<file path="config.mk">
export PLATFORM = sky130hd
export DESIGN_NAME = shift_sequencer
export DESIGN_NICKNAME = d
export VERILOG_FILES = /design/src/rtl/shift_sequencer.sv
export SDC_FILE = /design/constraint.sdc
export NUM_CORES = 1
export LEC_CHECK = 0
export CORE_AREA = 2 2 50 52
export DETAILED_ROUTE_END_ITERATION = 7
export DIE_AREA = 0 0 52 54
export HOLD_SLACK_MARGIN = 0.02
export PLACE_DENSITY = 0.71
export SKIP_CTS_REPAIR_TIMING = 1
export SLEW_MARGIN = 20
export SYNTH_ARGS = -nofsm -noshare
export SYNTH_HDL_FRONTEND = slang
export SYNTH_SLANG_ARGS = --single-unit
</file>
<file path="constraint.sdc">
create_clock -name clk -period 1.4 [get_ports clk]
set_input_delay 0.28 -clock clk [delete_from_list [all_inputs] [get_ports clk]]
set_output_delay 0.28 -clock clk [all_outputs]
set_load 0.01 [all_outputs]
</file>
<file path="src/rtl/shift_sequencer.sv">
`default_nettype none
// ============================================================================
// Module   : shift_sequencer
// Brief    : Load-and-shift sequencer; shifts an 8-bit operand right by 0-7
//            places (logical or arithmetic), one place per clock.
// Revision : 1.0
// ============================================================================
module shift_sequencer (
    input  logic       clk,
    input  logic       reset,
    input  logic       start,
    input  logic       abort,
    input  logic [7:0] load_val,
    input  logic [2:0] amount,
    input  logic       arith,
    output logic       busy,
    output logic       done,
    output logic [7:0] result,
    output logic [2:0] count
);

    typedef enum logic [1:0] {
        IDLE  = 2'd0,
        SHIFT = 2'd1,
        DONE  = 2'd2
    } state_t;

    state_t     state, state_nxt;
    logic [7:0] data,  data_nxt;
    logic [2:0] cnt,   cnt_nxt;
    logic       mode,  mode_nxt;
    logic       fill;

    always_ff @(posedge clk or posedge reset) begin
        if (reset) begin
            state <= IDLE;
            data  <= 8'h00;
            cnt   <= 3'd0;
            mode  <= 1'b0;
        end else begin
            state <= state_nxt;
            data  <= data_nxt;
            cnt   <= cnt_nxt;
            mode  <= mode_nxt;
        end
    end

    assign fill = mode & data[7];

    always_comb begin
        state_nxt = state;
        data_nxt  = data;
        cnt_nxt   = cnt;
        mode_nxt  = mode;
        case (state)
            IDLE: begin
                if (start && !abort) begin
                    data_nxt  = load_val;
                    cnt_nxt   = amount;
                    mode_nxt  = arith;
                    state_nxt = (amount != 3'd0) ? SHIFT : DONE;
                end
            end
            SHIFT: begin
                // abort freezes the data at whatever has been shifted so far
                if (abort) begin
                    cnt_nxt   = 3'd0;
                    state_nxt = IDLE;
                end else begin
                    data_nxt = {fill, data[7:1]};
                    cnt_nxt  = cnt - 3'd1;
                    if (cnt == 3'd1) begin
                        state_nxt = DONE;
                    end
                end
            end
            DONE: begin
                state_nxt = IDLE;
            end
            default: begin
                state_nxt = IDLE;
            end
        endcase
    end

    assign busy   = (state == SHIFT) || (state == DONE);
    assign done   = (state == DONE);
    assign result = data;
    assign count  = (state == SHIFT) ? cnt : 3'd0;

endmodule
`default_nettype wire
</file>
==> impl_metrics.csv <==
group,metric,value,unit
timing,slew_viol_final,0,
worst_setup_path,cp_slowest_cell,"dfrtp_1",
worst_setup_path,critPathKind,"flip-flop to flip-flop",
grt,antenna_found_initial,0,
floorplanning,boundaryPins,29,
yosys,synth_top_area_cell,"dfrtp_1",
layout,layout.cells.non_filler,151,
yosys,synthCells,73,
timing,max_slew_margin,0.804,
power,p_per_area,2020,mW/mm^2
clock_network,clockRootBuffer,"clkbuf_4",
floorplanning,die_h,54,um
worst_setup_path,crit_buf_inv,2,
outcome,violations,"setup timing",
yosys,async_flop_share,1.00,
placement,post_dp_cell_area,0.00133,mm^2
floorplanning,num_rows,18,
placement,io_buffers,28,
yosys,synth.distinct_cells,23,
power,power_leakage,0.721,nW
worst_setup_path,crit_family,"simple AND/OR/NAND/NOR gates",
power,finalPower,2.96,mW
yosys,synth_top_area_share,0.417,
drt,route.detailed.drc,0,
layout,nFillCells,187,
grt,grt_use_total,0.139,
clock_network,clkTransAtPathRegs,0.08,ns
clock_network,cts_sinks,14,
placement,dp_hpwl,1410,um
timing,setup_slack,-0.204,ns
timing,hold_viol_final,0,
worst_setup_path,required,1.56,ns
floorplanning,start_util,0.362,
grt,grt_pass1_vias,673,
yosys,synth_top_flop_cell,"dfrtp_1",
floorplanning,dieArea,0.00281,mm^2
drt,final_antenna_net_count,0,
layout,postLayoutCoreUtil,0.631,
placement,place_congestion,0.780,
timing,fin_skew,0.00404,ns
yosys,synthTopCellsByCount,"15 x mux2_2, 14 x dfrtp_1, 9 x inv_1",
clock_network,cts_tree,"yes",
drt,vias,737,
timing,max_freq,623,MHz
timing,tns,-2.47,ns
power,ir_drop,1200,uV
yosys,seq_area_frac_synth,0.417,
timing,holdWs,0.296,ns
clock_network,cts_buffer_depth,2,
timing,fin_crit,1.60,ns
drt,drt_wl_total,2080,um
worst_setup_path,cp-end-kind,"flip-flop",
grt,grt_max_degree,15,
worst_hold_path,hold_class,"input pin to async pin",
grt,grt_overflow_total,0,
drt,drt_iter0_markers,6,
layout,syn_to_final_growth,74.1,%
placement,pre_cts_ws,-0.273,ns
placement,numPlacedInstances,142,
worst_setup_path,setup.worst_path.start_class,"flip-flop",
floorplanning,coreArea,0.00232,mm^2
worst_setup_path,crit_chain,"inv_2 -> buf_6 -> ha_4 -> and3b_2 -> or2_4 -> mux2_4",
yosys,syn_area,841,um^2
timing,grt_setup_unrepaired,"yes",
layout,layout-drive-gt1-share,0.471,
timing,final.period_utilization,1.15,
outcome,status,"finished with violations",
drt,dr.pass1.iters,4,
yosys,yosysWarnings,0,
clock_network,cts_max_level,1,
layout,final_nets,144,
yosys,synth_area_leaders,"dfrtp_1 42%, mux2_2 20%, ha_1 7.4%",
worst_setup_path,worstPathArrival,1.77,ns
timing,setup_viol,17,
grt,grt_pass1_wl,2820,um
yosys,postSynthAreaPerCell,11.5,um^2
clock_network,cts_buffers,3,
drt,routedWlPerCell,13.7,um
yosys,synth_nets,94,
layout,num_antenna_cells,0,
worst_setup_path,path_max_fanout,3,
layout,fin_area,0.00146,mm^2
clock_network,clk_latency,0.28,ns
drt,via_per_inst,4.88,
yosys,synth_edf_count,0,
yosys,yosys_register_bits,14,
worst_setup_path,critPathMaxStageDelay,0.37,ns
job,cap_violations,0,
floorplanning,die_width,52,um
timing,tightestPinTransition,0.291,ns
yosys,synthMostInstantiatedCell,"mux2_2",
## final cells by class
class	count	area, um^2	area share
clock buffers	3	22.5	0.0154
inverters	9	33.8	0.0231
multi-input cells	48	557	0.380
flip-flops and latches	14	350	0.239
well taps	30	37.5	0.0256
repair buffers	47	463	0.316
## report_power, final
part / switching, mW / total (mW) / internal [mW]
clock network: 0.126 / 0.226 / 0.0997
logic: 0.754 / 1.99 / 1.24
registers: 0.135 / 0.744 / 0.610
total: 1.02 / 2.96 / 1.95
## tightest hold or removal path, stage by stage
cell and delay [ns]:
clkdlybuf4s50_1 0.40, inv_1 0.05, buf_4 0.22
## path summary, 6_finish.rpt
kind / startpoint / endpoint / slack (ns) / cells past startpoint
setup / recovery: state[1]$_DFFE_PP0P_ / cnt[1]$_DFFE_PP0P_ / -0.20 / 6
hold / removal: reset / result[6]$_DFFE_PP0P_ / 0.30 / 3
hold reg to reg: mode$_DFFE_PP0P_ / mode$_DFFE_PP0P_ / 0.53 / 1
setup reg to reg: state[1]$_DFFE_PP0P_ / cnt[1]$_DFFE_PP0P_ / -0.20 / 6
min in group clk: mode$_DFFE_PP0P_ / mode$_DFFE_PP0P_ / 0.53 / 1
max in group asynchronous: reset / result[3]$_DFFE_PP0P_ / 0.93 / 3
## registers in the layout, indices dropped and copies added (netlist names)
signal / flops
result: 8
mode: 1
cnt: 3
state: 2
## cell families (layout without fill, tap and decap cells)
kind of cell	after synthesis	count (layout)	synth area share
flip-flops	14	14	0.417
AO/OA/AOI/OAI	11	11	0.0893
buffers and inverters	11	59	0.0595
adder cells (fa/ha/maj)	5	5	0.0744
multiplexers	18	18	0.249
AND/OR/NAND/NOR	14	14	0.112
## layout by cell type, fill, tap and decap left out, drive strengths merged, types with 2 or more instances in the layout
master / count
a2bb2oi: 2
and2: 3
buf: 21
clkbuf: 6
clkdlybuf4s50: 16
dfrtp: 14
dlymetal6s2s: 7
ha: 5
inv: 9
mux2: 17
nand2b: 2
nor2b: 2
o21ai: 3
o22ai: 4
## per-layer routing
metal | wire, um | global-route usage
met1 | 877 | 0.158
met2 | 1050 | 0.247
met3 | 114 | 0.0333
met4 | 39 | 0.0658
met5 | 0 | 0
Power figures use the tool's default switching activity.
==> patch (same flow settings) <==
Register the input `abort` before use, cleared by the reset. The logic sees it one clock later. The other inputs are not delayed to match.
--- a/src/rtl/shift_sequencer.sv
+++ b/src/rtl/shift_sequencer.sv
@@ -24,6 +24,16 @@
         SHIFT = 2'd1,
         DONE  = 2'd2
     } state_t;
+
+    logic abort_q;
+
+    always_ff @(posedge clk or posedge reset) begin
+        if (reset) begin
+            abort_q <= '0;
+        end else begin
+            abort_q <= abort;
+        end
+    end
 
     state_t     state, state_nxt;
     logic [7:0] data,  data_nxt;
@@ -54,7 +64,7 @@
         mode_nxt  = mode;
         case (state)
             IDLE: begin
-                if (start && !abort) begin
+                if (start && !abort_q) begin
                     data_nxt  = load_val;
                     cnt_nxt   = amount;
                     mode_nxt  = arith;
@@ -63,7 +73,7 @@
             end
             SHIFT: begin
                 // abort freezes the data at whatever has been shifted so far
-                if (abort) begin
+                if (abort_q) begin
                     cnt_nxt   = 3'd0;
                     state_nxt = IDLE;
                 end else begin
Formal check against the unedited RTL: not equivalent (a bounded check fails within 4 cycles, from zero or initial values and one cycle with reset high).
==> patch against the original RTL <==
  * Critical path type unchanged
  * Highest routed layer unchanged
  * Largest power group unchanged
  * First-iteration DRC count fell by 33%
  * Non-clock buffer count fell by 1
  * Core utilization fell by 0.27 points
  * Design area fell by 0.43%
  * Global-route usage rose by 0.57 points
  * Total power fell by 2.4%
  * The flow still finishes with violations (negative setup slack)
  * Wire length fell by 8.4%
  * Sequential power rose by 8.3%
  * Count of clock-buffer cells in the layout did not move
  * Worst setup slack improved by 45 ps
  * Synthesized area rose by 8.9%
  * Sequential cell count rose by 1
==> patch: results (changes against the original RTL) <==
| Metric | Value |
|---|---|
| First-pass GRT wire length | 2990 um (+6.4%) |
| # setup viols final | 16 (-1) |
| Final #Nets | 147 (+2.1%) |
| Largest net degree at the start of global routing | 16 (+1) |
| Met3 usage | 0.0278 (-0.00556) |
| Worst R2R End | result[3] |
| Least-Margin Pin Slew | 286 ps (-4.27 ps) |
| Distinct cell type count of the synthesized netlist | 29 (+26%) |
| Syn_nets | 99 (+5.3%) |
| Most frequent cells after synthesis | 15 x dfrtp_1, 13 x mux2_2, 10 x inv_1 |
| GPL Wtd Cong | 0.770 (-1.3%) |
| Initial DRC Count | 4 (-2) |
| Global routing usage on met1 | 0.184 (+0.0258) |
| Final worst slack | -159 ps (+45.5 ps) |
| Fin Setup TNS | -1700 ps (+774 ps) |
| Violated checks | negative setup slack |
| Vias in the first global route | 751 (+12%) |
| Outcome | finished, violations left |
| # fillers | 194 (+3.7%) |
| Reg2Reg Depth | 5 (-1) |
| Final wirelength | 1900 um (-8.4%) |
| Register area share after synthesis | 0.410 (-0.00683) |
| Maximum VDD drop | 1.16 mV (-3.3%) |
| Synth Area per Inst | 11.7 sq um (+1.9%) |
| Static leakage | 0.000731 uW (+1.5%) |
==> patch: cells by family after synthesis <==
| family | after synthesis | synth area share |
|---|---|---|
| adders and majority gates | 5 | 0.0683 |
| buffers and inverters | 13 | 0.0751 |
| DFF | 15 | 0.410 |
| muxes | 17 | 0.225 |
| and+or+nand+nor | 16 | 0.111 |
| AOI/OAI and AO/OA | 12 | 0.111 |
==> patch: cell type report <==
cell class              count  area, sq um  area share
multi-input cells          50          533       0.366
inverters                  10         37.5      0.0258
clock inverters             1         5.00     0.00343
clock buffers               3         22.5      0.0155
flip-flops and latches     15          375       0.258
repair buffers             46          447       0.306
well taps                  30         37.5      0.0258
==> patch: per-stage QoR <==
stage          area [sq um]  hold WS [ps]  worst slack [ps]
6_report               1460           277              -159
5_1_grt                1460           320              -222
4_1_cts                1370           279              -559
3_5_place_dp           1340           494              -242
3_3_place_gp           1340           501              -202
2_1_floorplan           937           181              -128
==> patch: worst min path at each step <==
stage / end / depth (start not counted) / start
2_1_floorplan: abort_q / 1 / reset
3_3_place_gp: result[0] / 1 / result[0]
3_5_place_dp: result[0] / 1 / result[0]
4_1_cts: result[3] / 3 / reset
5_1_grt: result[7] / 3 / reset
6_report: result[3] / 3 / reset
==> patch: critical path: stages (launching register included) <==
cell	delay, ps
dfrtp_1	400
inv_2	120
ha_4	180
buf_6	160
mux2_2	350
mux2_4	250
==> patch: power by group <==
group | internal [uW] | switching, uW | total (uW) | leakage, uW
Clock | 106 | 145 | 251 | 0.0000177
Sequential | 644 | 162 | 806 | 0.000179
Combinational | 1140 | 687 | 1830 | 0.000535
Total | 1890 | 995 | 2890 | 0.000731
==> patch: per-layer routing <==
metal / wire length [um] / share of wire
met5: 0 / 0
met3: 116 / 0.061
met1: 805 / 0.42
met2: 956 / 0.50
met4: 23 / 0.012
